==> src/rtl/riscv_pkg.sv <==
// Shared definitions for the single-cycle RISC-V core.
// Holds the datapath width, the fetch-stage state encoding and the PC step.
package riscv_pkg;

  localparam int XLEN   = 32;
  localparam int PC_INC = 4;

  typedef enum logic [1:0] {
    BOOT  = 2'd0,
    RUN   = 2'd1,
    FAULT = 2'd2
  } fetch_state_t;

endpackage

==> src/rtl/pc_adder.sv <==
// Combinational XLEN-wide adder; used for pc+4.
// The branch-target path can reuse it as well.
module pc_adder #(
  parameter int XLEN = 32
) (
  input  logic [XLEN-1:0] a,
  input  logic [XLEN-1:0] b,
  output logic [XLEN-1:0] sum
);

  assign sum = a + b;

endmodule

==> src/rtl/pc_fetch.sv <==
// PC stage: boot sequencing, stall, redirect and misaligned-target trap.
// Also counts PC advances for debug.
module pc_fetch #(
  parameter int              XLEN     = 32,
  parameter logic [XLEN-1:0] RESET_PC = '0
) (
  input  logic            clk,
  input  logic            rst,
  input  logic            stall,
  input  logic            redirect,
  input  logic [XLEN-1:0] redirect_pc,
  output logic [XLEN-1:0] pc,
  output logic [XLEN-1:0] pc_plus4,
  output logic            fetch_valid,
  output logic            fault,
  output logic [XLEN-1:0] fault_pc,
  output logic [31:0]     adv_count
);

  import riscv_pkg::*;

  localparam logic [XLEN-1:0] INC = XLEN'(PC_INC);

  fetch_state_t state;
  logic         released;
  logic         misaligned;

  assign misaligned = |redirect_pc[1:0];

  pc_adder #(
    .XLEN(XLEN)
  ) u_pc_adder (
    .a  (pc),
    .b  (INC),
    .sum(pc_plus4)
  );

  // released marks the edge that ends the partial cycle in which rst
  // dropped; BOOT then spans one full cycle before RUN.
  always_ff @(posedge clk or posedge rst) begin
    if (rst) begin
      state       <= BOOT;
      released    <= 1'b0;
      pc          <= RESET_PC;
      fetch_valid <= 1'b0;
      fault       <= 1'b0;
      fault_pc    <= '0;
      adv_count   <= '0;
    end else begin
      unique case (state)
        BOOT: begin
          released <= 1'b1;
          if (released) begin
            state       <= RUN;
            fetch_valid <= 1'b1;
          end
        end
        RUN: begin
          if (redirect && misaligned) begin
            state       <= FAULT;
            fault       <= 1'b1;
            fault_pc    <= redirect_pc;
            fetch_valid <= 1'b0;
          end else if (redirect) begin
            pc        <= redirect_pc;
            adv_count <= adv_count + 32'd1;
          end else if (!stall) begin
            pc        <= pc_plus4;
            adv_count <= adv_count + 32'd1;
          end
        end
        FAULT: begin
          fetch_valid <= 1'b0;
        end
        default: begin
          state       <= FAULT;
          fault       <= 1'b1;
          fetch_valid <= 1'b0;
        end
      endcase
    end
  end

endmodule

==> config.mk <==
export PLATFORM = sky130hd
export DESIGN_NAME = pc_fetch
export DESIGN_NICKNAME = d
export VERILOG_FILES = /design/src/rtl/riscv_pkg.sv /design/src/rtl/pc_adder.sv /design/src/rtl/pc_fetch.sv
export SDC_FILE = /design/constraint.sdc
export NUM_CORES = 1
export LEC_CHECK = 0
export ABC_AREA = 0
export CORE_ASPECT_RATIO = 1.75
export CORE_UTILIZATION = 40
export DETAILED_ROUTE_END_ITERATION = 12
export PLACE_DENSITY = 0.82
export SYNTH_ARGS = -nofsm -noshare
export SYNTH_HDL_FRONTEND = slang
export SYNTH_SLANG_ARGS = --single-unit
==> constraint.sdc <==
create_clock -name clk -period 6.5 [get_ports clk]
set_input_delay 1.625 -clock clk [delete_from_list [all_inputs] [get_ports clk]]
set_output_delay 1.625 -clock clk [all_outputs]
set_load 0.005 [all_outputs]
======== Word-level counts from Yosys, hierarchy flattened ========
Cells that the tools add are included.
Widths: inputs -> output; s select.
storage, ports and cells
  bits of input ports ..................... 36
  bits in registers ....................... 101
  word-level logic and storage cells ...... 38
  bits in read-only memories .............. 0
  bits in writable memories ............... 0
  memories kept ........................... 0
  bits in latches ......................... 0
  output and inout port bits .............. 130
operators by class
  add/sub/neg operators ................... 2
  shifts and indexed selects .............. 0
  $lt $le $gt $ge ......................... 0
  reductions and logical operators ........ 9
  divide/modulo/power cells ............... 0
  multiply operators ...................... 0
  multiplexer cells ....................... 12
  bitwise gates (word level) .............. 3
  equality and inequality tests ........... 5
operators with widths
  kind                   count
  $mux 32                4
  $add 32x1->32 const B  1
  $add 32x3->32 const B  1
  $pmux 2 s3             1
  $reduce_and 2->1       3
  $reduce_and 3->1       2
  $mux 2                 2
  $ne 2x2->1 const B     2
  $pmux 1 s2             2
  $reduce_or 2->1        2
  $mux 1                 3
  $not 1->1              3
  $eq 2x1->1 const B     1
  $eq 2x2->1 const B     1
  $logic_not 2->1        1
  $ne 2x1->1 const B     1
  $logic_and 1x1->1      1

======== Logic depth before layout (Yosys ltp) ========
  depth in word-level cells ............... 4
  depth in mapped cells ................... 7
  depth with buffers taken out ............ 6

======== Cells and area by module ========
Synthesis repeated with hierarchy kept, for this count alone.
unflattened totals
  cells, all modules ...................... 614
  area, all modules ....................... 6160.9 um2
modules (own cells, without submodules)
  module    area each (um2)  cells an instance  instances  seq. area each (um2)
  pc_fetch  4416.7           373                1          2527.4
  pc_adder  1744.2           241                1          0.0

======== Least setup slack after synthesis ========
OpenSTA, ideal clock, no wires.
  path kind ............................... flip-flop to output port
  from .................................... register pc[2]
  to ...................................... output port pc_plus4[28]
  cell stages (with the launch flop) ...... 7
  arrival ................................. 1.886 ns
  path slack .............................. 2.989 ns
  data required time ...................... 4.875 ns
  buffers on the path ..................... 1
  cells stage by stage .................... dfrtp_1 > ha_1 > nand4_1 > or4_1 > buf_4 > nor3_4 > xor2_1
on the way
  cells in the longest elaborated chain, start to end .. 1
ends and longest elaborated chain
  what                      RTL line        source
  start: declaration        pc_fetch.sv:12  output logic [XLEN-1:0] pc,
  start signal: assignment  pc_fetch.sv:65  pc <= redirect_pc;
  start signal: assignment  pc_fetch.sv:68  pc <= pc_plus4;
  $add 32x3->32             pc_adder.sv:11  assign sum = a + b;
  end: declaration          pc_fetch.sv:13  output logic [XLEN-1:0] pc_plus4,
Every way passes these cells.

======== Worst setup path after layout ========
  from .................................... register pc[2]
  to ...................................... output port pc_plus4[24]
The elaborated chain is that of the path after synthesis.

==> results.md <==
* Most frequent cells after synthesis: dfrtp_1 (101), nand2_1 (41), nor2_1 (38)
* VDD IR max at 0.000219 V
* Layout Utilization at 57.7%
* Initial Util at 41.4%
* Synth Instances at 506
* Critical path class: reg2out
* CORE AREA at 12,600 sq um
* DR top layer: met4
* Startpoint Class: flip-flop
* Synth area leader: dfrtp_1
* Post-Synthesis Net Count at 544
* CP required at roughly 4.9 ns
* FMAX at 205 MHz
* CTS tree: built
* RSZ-0062 raised after global routing: no
* Design area at 7250 sq um
* Post-route ant nets at 0
* Max-cap violations at 0
* Most frequent cell after synthesis: dfrtp_1
* Final Max Slew Viols at 0
* Vias at 4,513
* # setup viols final at 0
* Row count at 54
* Pleak at about 3 nW
* Worst Setup End Kind: primary output
* Clock Latency Late Sink at approximately 0.35 ns
* Setup TNS Final at 0 ns
* Total global-route track usage at 22.2%
* DRC at 0
* Non-Filler Instances at 829
* Ys flop type: dfrtp_1
* Clk buf depth at 2
* Final critical-path required period at 4.88 ns
* Synth Area per Inst at 10.3 sq um
* Hold buffer count at cts at 0
* ANT cells at 0
* WL final at 14.4 mm
* 1st-pass router iterations at 6
* First-pass GRT wire length at approximately 23 mm
* Layout area overhead at 39.3%
* GPL Wtd Cong at between 0.8 and 0.9
* Cell Area, Synth at 5200 sq um
* Clk_skew at between 0.008 and 0.009 ns
* Share of post-route cells with drive strength above 1 at a little over a tenth
* Post-synth EDFFs at 0
* Port Buf Inserts at 165
* Ranking of synthesized cells by area: dfrtp_1 (49%), mux2_2 (6.9%), xor2_1 (5.1%)
* CTS Sinks at 101
* Period utilization at about three quarters
* Asr flop ratio synth at 100%
* H-tree Lvls at 3
* Placed Instances at 813
* WL/cell at 17.4 microns
* Clk slew on worst S/H paths at ~0.08 ns
* Full die area at about 13,000 sq um
* Final hold vios at 0
* HPWL after detailed placement at 10.4 mm
* Final net count at ~700
* Register area share after synthesis at 48.6%
* Register bit count reported by yosys at roughly 100
* Routed wl met2 at 7.60 mm
* Routed vias/inst at 5.44
* Root Buffer Master: clkbuf_16
* Pwr dens at roughly 330 nW/um^2
* Vias in the first global route at 4,659
* Hold Path Class: reg2reg
* Largest net degree at the start of global routing at 58
* IO Count at 166
* Share of the synthesized area in the top cell type at approximately half
* Critical Path AT at 3.25 ns
* Die width at 88.2 microns
* Slew HR at 34.9%
* Status: complete, no violations
* Distinct cells, synth at 46
* Post-CTS Setup Bufs at 0
* Grt ovf at 0
* Gates resized, CTS repair at 0
* Detailed Route Iter0 Violations at 170
* Die Height at about 150 microns
* Synth warn at 0
* Met1 WL at roughly 5.8 mm
* Cell Area, Placed at 6960 sq um
* Worst Path Max Fanout at 9
* Overall power at 0.00242 W
* Measured slew at the worst slew-check pin at roughly 0.97 ns
* WL met3 at about 830 microns
* Initial antenna violation count at 0
* CTS Buf Count at 9
logic make-up after synthesis:
group	after synthesis	share of synthesized area (%)
mux	39	8.27
simple gates	180	18.9
fa+ha+maj	2	0.481
buf+inv	40	3.46
xor+xnor	59	9.93
compound gates	85	10.3
flops	101	48.6
flip-flops by register name, summed over array words and instances (netlist names):
signal,cells
fault,1
fetch_valid,1
adv_count,32
state,2
fault_pc,32
pc,32
released,1
cell usage in the layout, fill, tap and decap left out, drive strengths merged, types with 2 or more instances in the layout:
cell type / instances
a22oi: 5
and4: 8
nand2: 41
clkdlybuf4s50: 164
mux2i: 7
and3: 4
ha: 2
nor3: 21
clkbuf: 9
mux2: 32
a2bb2oi: 3
o21ai: 29
or2: 3
a21oi: 11
a31oi: 13
o22a: 10
nand2b: 2
nor2b: 3
nor3b: 3
or4: 3
xor2: 30
nand4: 19
nor4: 6
xnor2: 29
nor2: 42
o21a: 10
and2: 3
nand3: 20
inv: 16
buf: 4
dfrtp: 101
stage by stage:
stage / hold slack, ns / worst slack, ns
after detailed placement: 0.465 / 1.50
after global placement: 0.451 / 1.61
after floorplan: 0.459 / 2.23
after CTS: 0.477 / 1.59
final: 0.469 / 1.62
after global routing: 0.496 / 1.49
worst max-delay path, cell delays in order, from the launching register on:
cell             delay, ns
dfrtp_1               0.53
ha_1                  0.34
nand4_1               0.26
or4_1                 0.73
nor3_4                0.31
xor2_1                0.19
clkdlybuf4s50_1       0.54
cell type report:
class	instances	area (sq um)
Tap cell	168	210
Multi-Input combinational cell	365	2510
Inverter	11	43.8
Timing Repair Buffer	168	1670
Clock buffer	9	225
Clock inverter	7	65.1
Sequential cell	101	2530
Fill cell	1074	5320
power by group:
part,total [W],leakage (nW),internal (W),switching (W)
registers,0.00101,1.28,0.000800,0.000212
logic,0.000876,1.61,0.000592,0.000285
clock network,0.000533,0.141,0.000270,0.000263
total,0.00242,3.04,0.00166,0.000759
path summary, 6_finish.rpt:
check	from	cells past startpoint	endpoint	slack, ns
max in group asynchronous	rst	3	fault_pc[15]$_DFFE_PP0P_	3.65
setup / recovery	pc[2]$_DFFE_PP0P_	6	pc_plus4[24]	1.62
min in group asynchronous	rst	2	pc[1]$_DFFE_PP0P_	1.68
hold / removal	adv_count[31]$_DFFE_PP0P_	1	adv_count[31]$_DFFE_PP0P_	0.47
hold reg to reg	adv_count[31]$_DFFE_PP0P_	1	adv_count[31]$_DFFE_PP0P_	0.47
setup reg to reg	state[1]$_DFFE_PP0P_	6	adv_count[18]$_DFFE_PP0P_	3.74
routing by layer:
| metal | vias to the layer above | global-route usage, % |
|---|---|---|
| met5 | - | 0 |
| met4 | 0 | 7.83 |
| met3 | 22 | 4.91 |
| met2 | 199 | 38.6 |
| met1 | 2199 | 26.2 |
| li1 | 2093 | - |
Note: power is estimated with default switching activity, not from simulation.
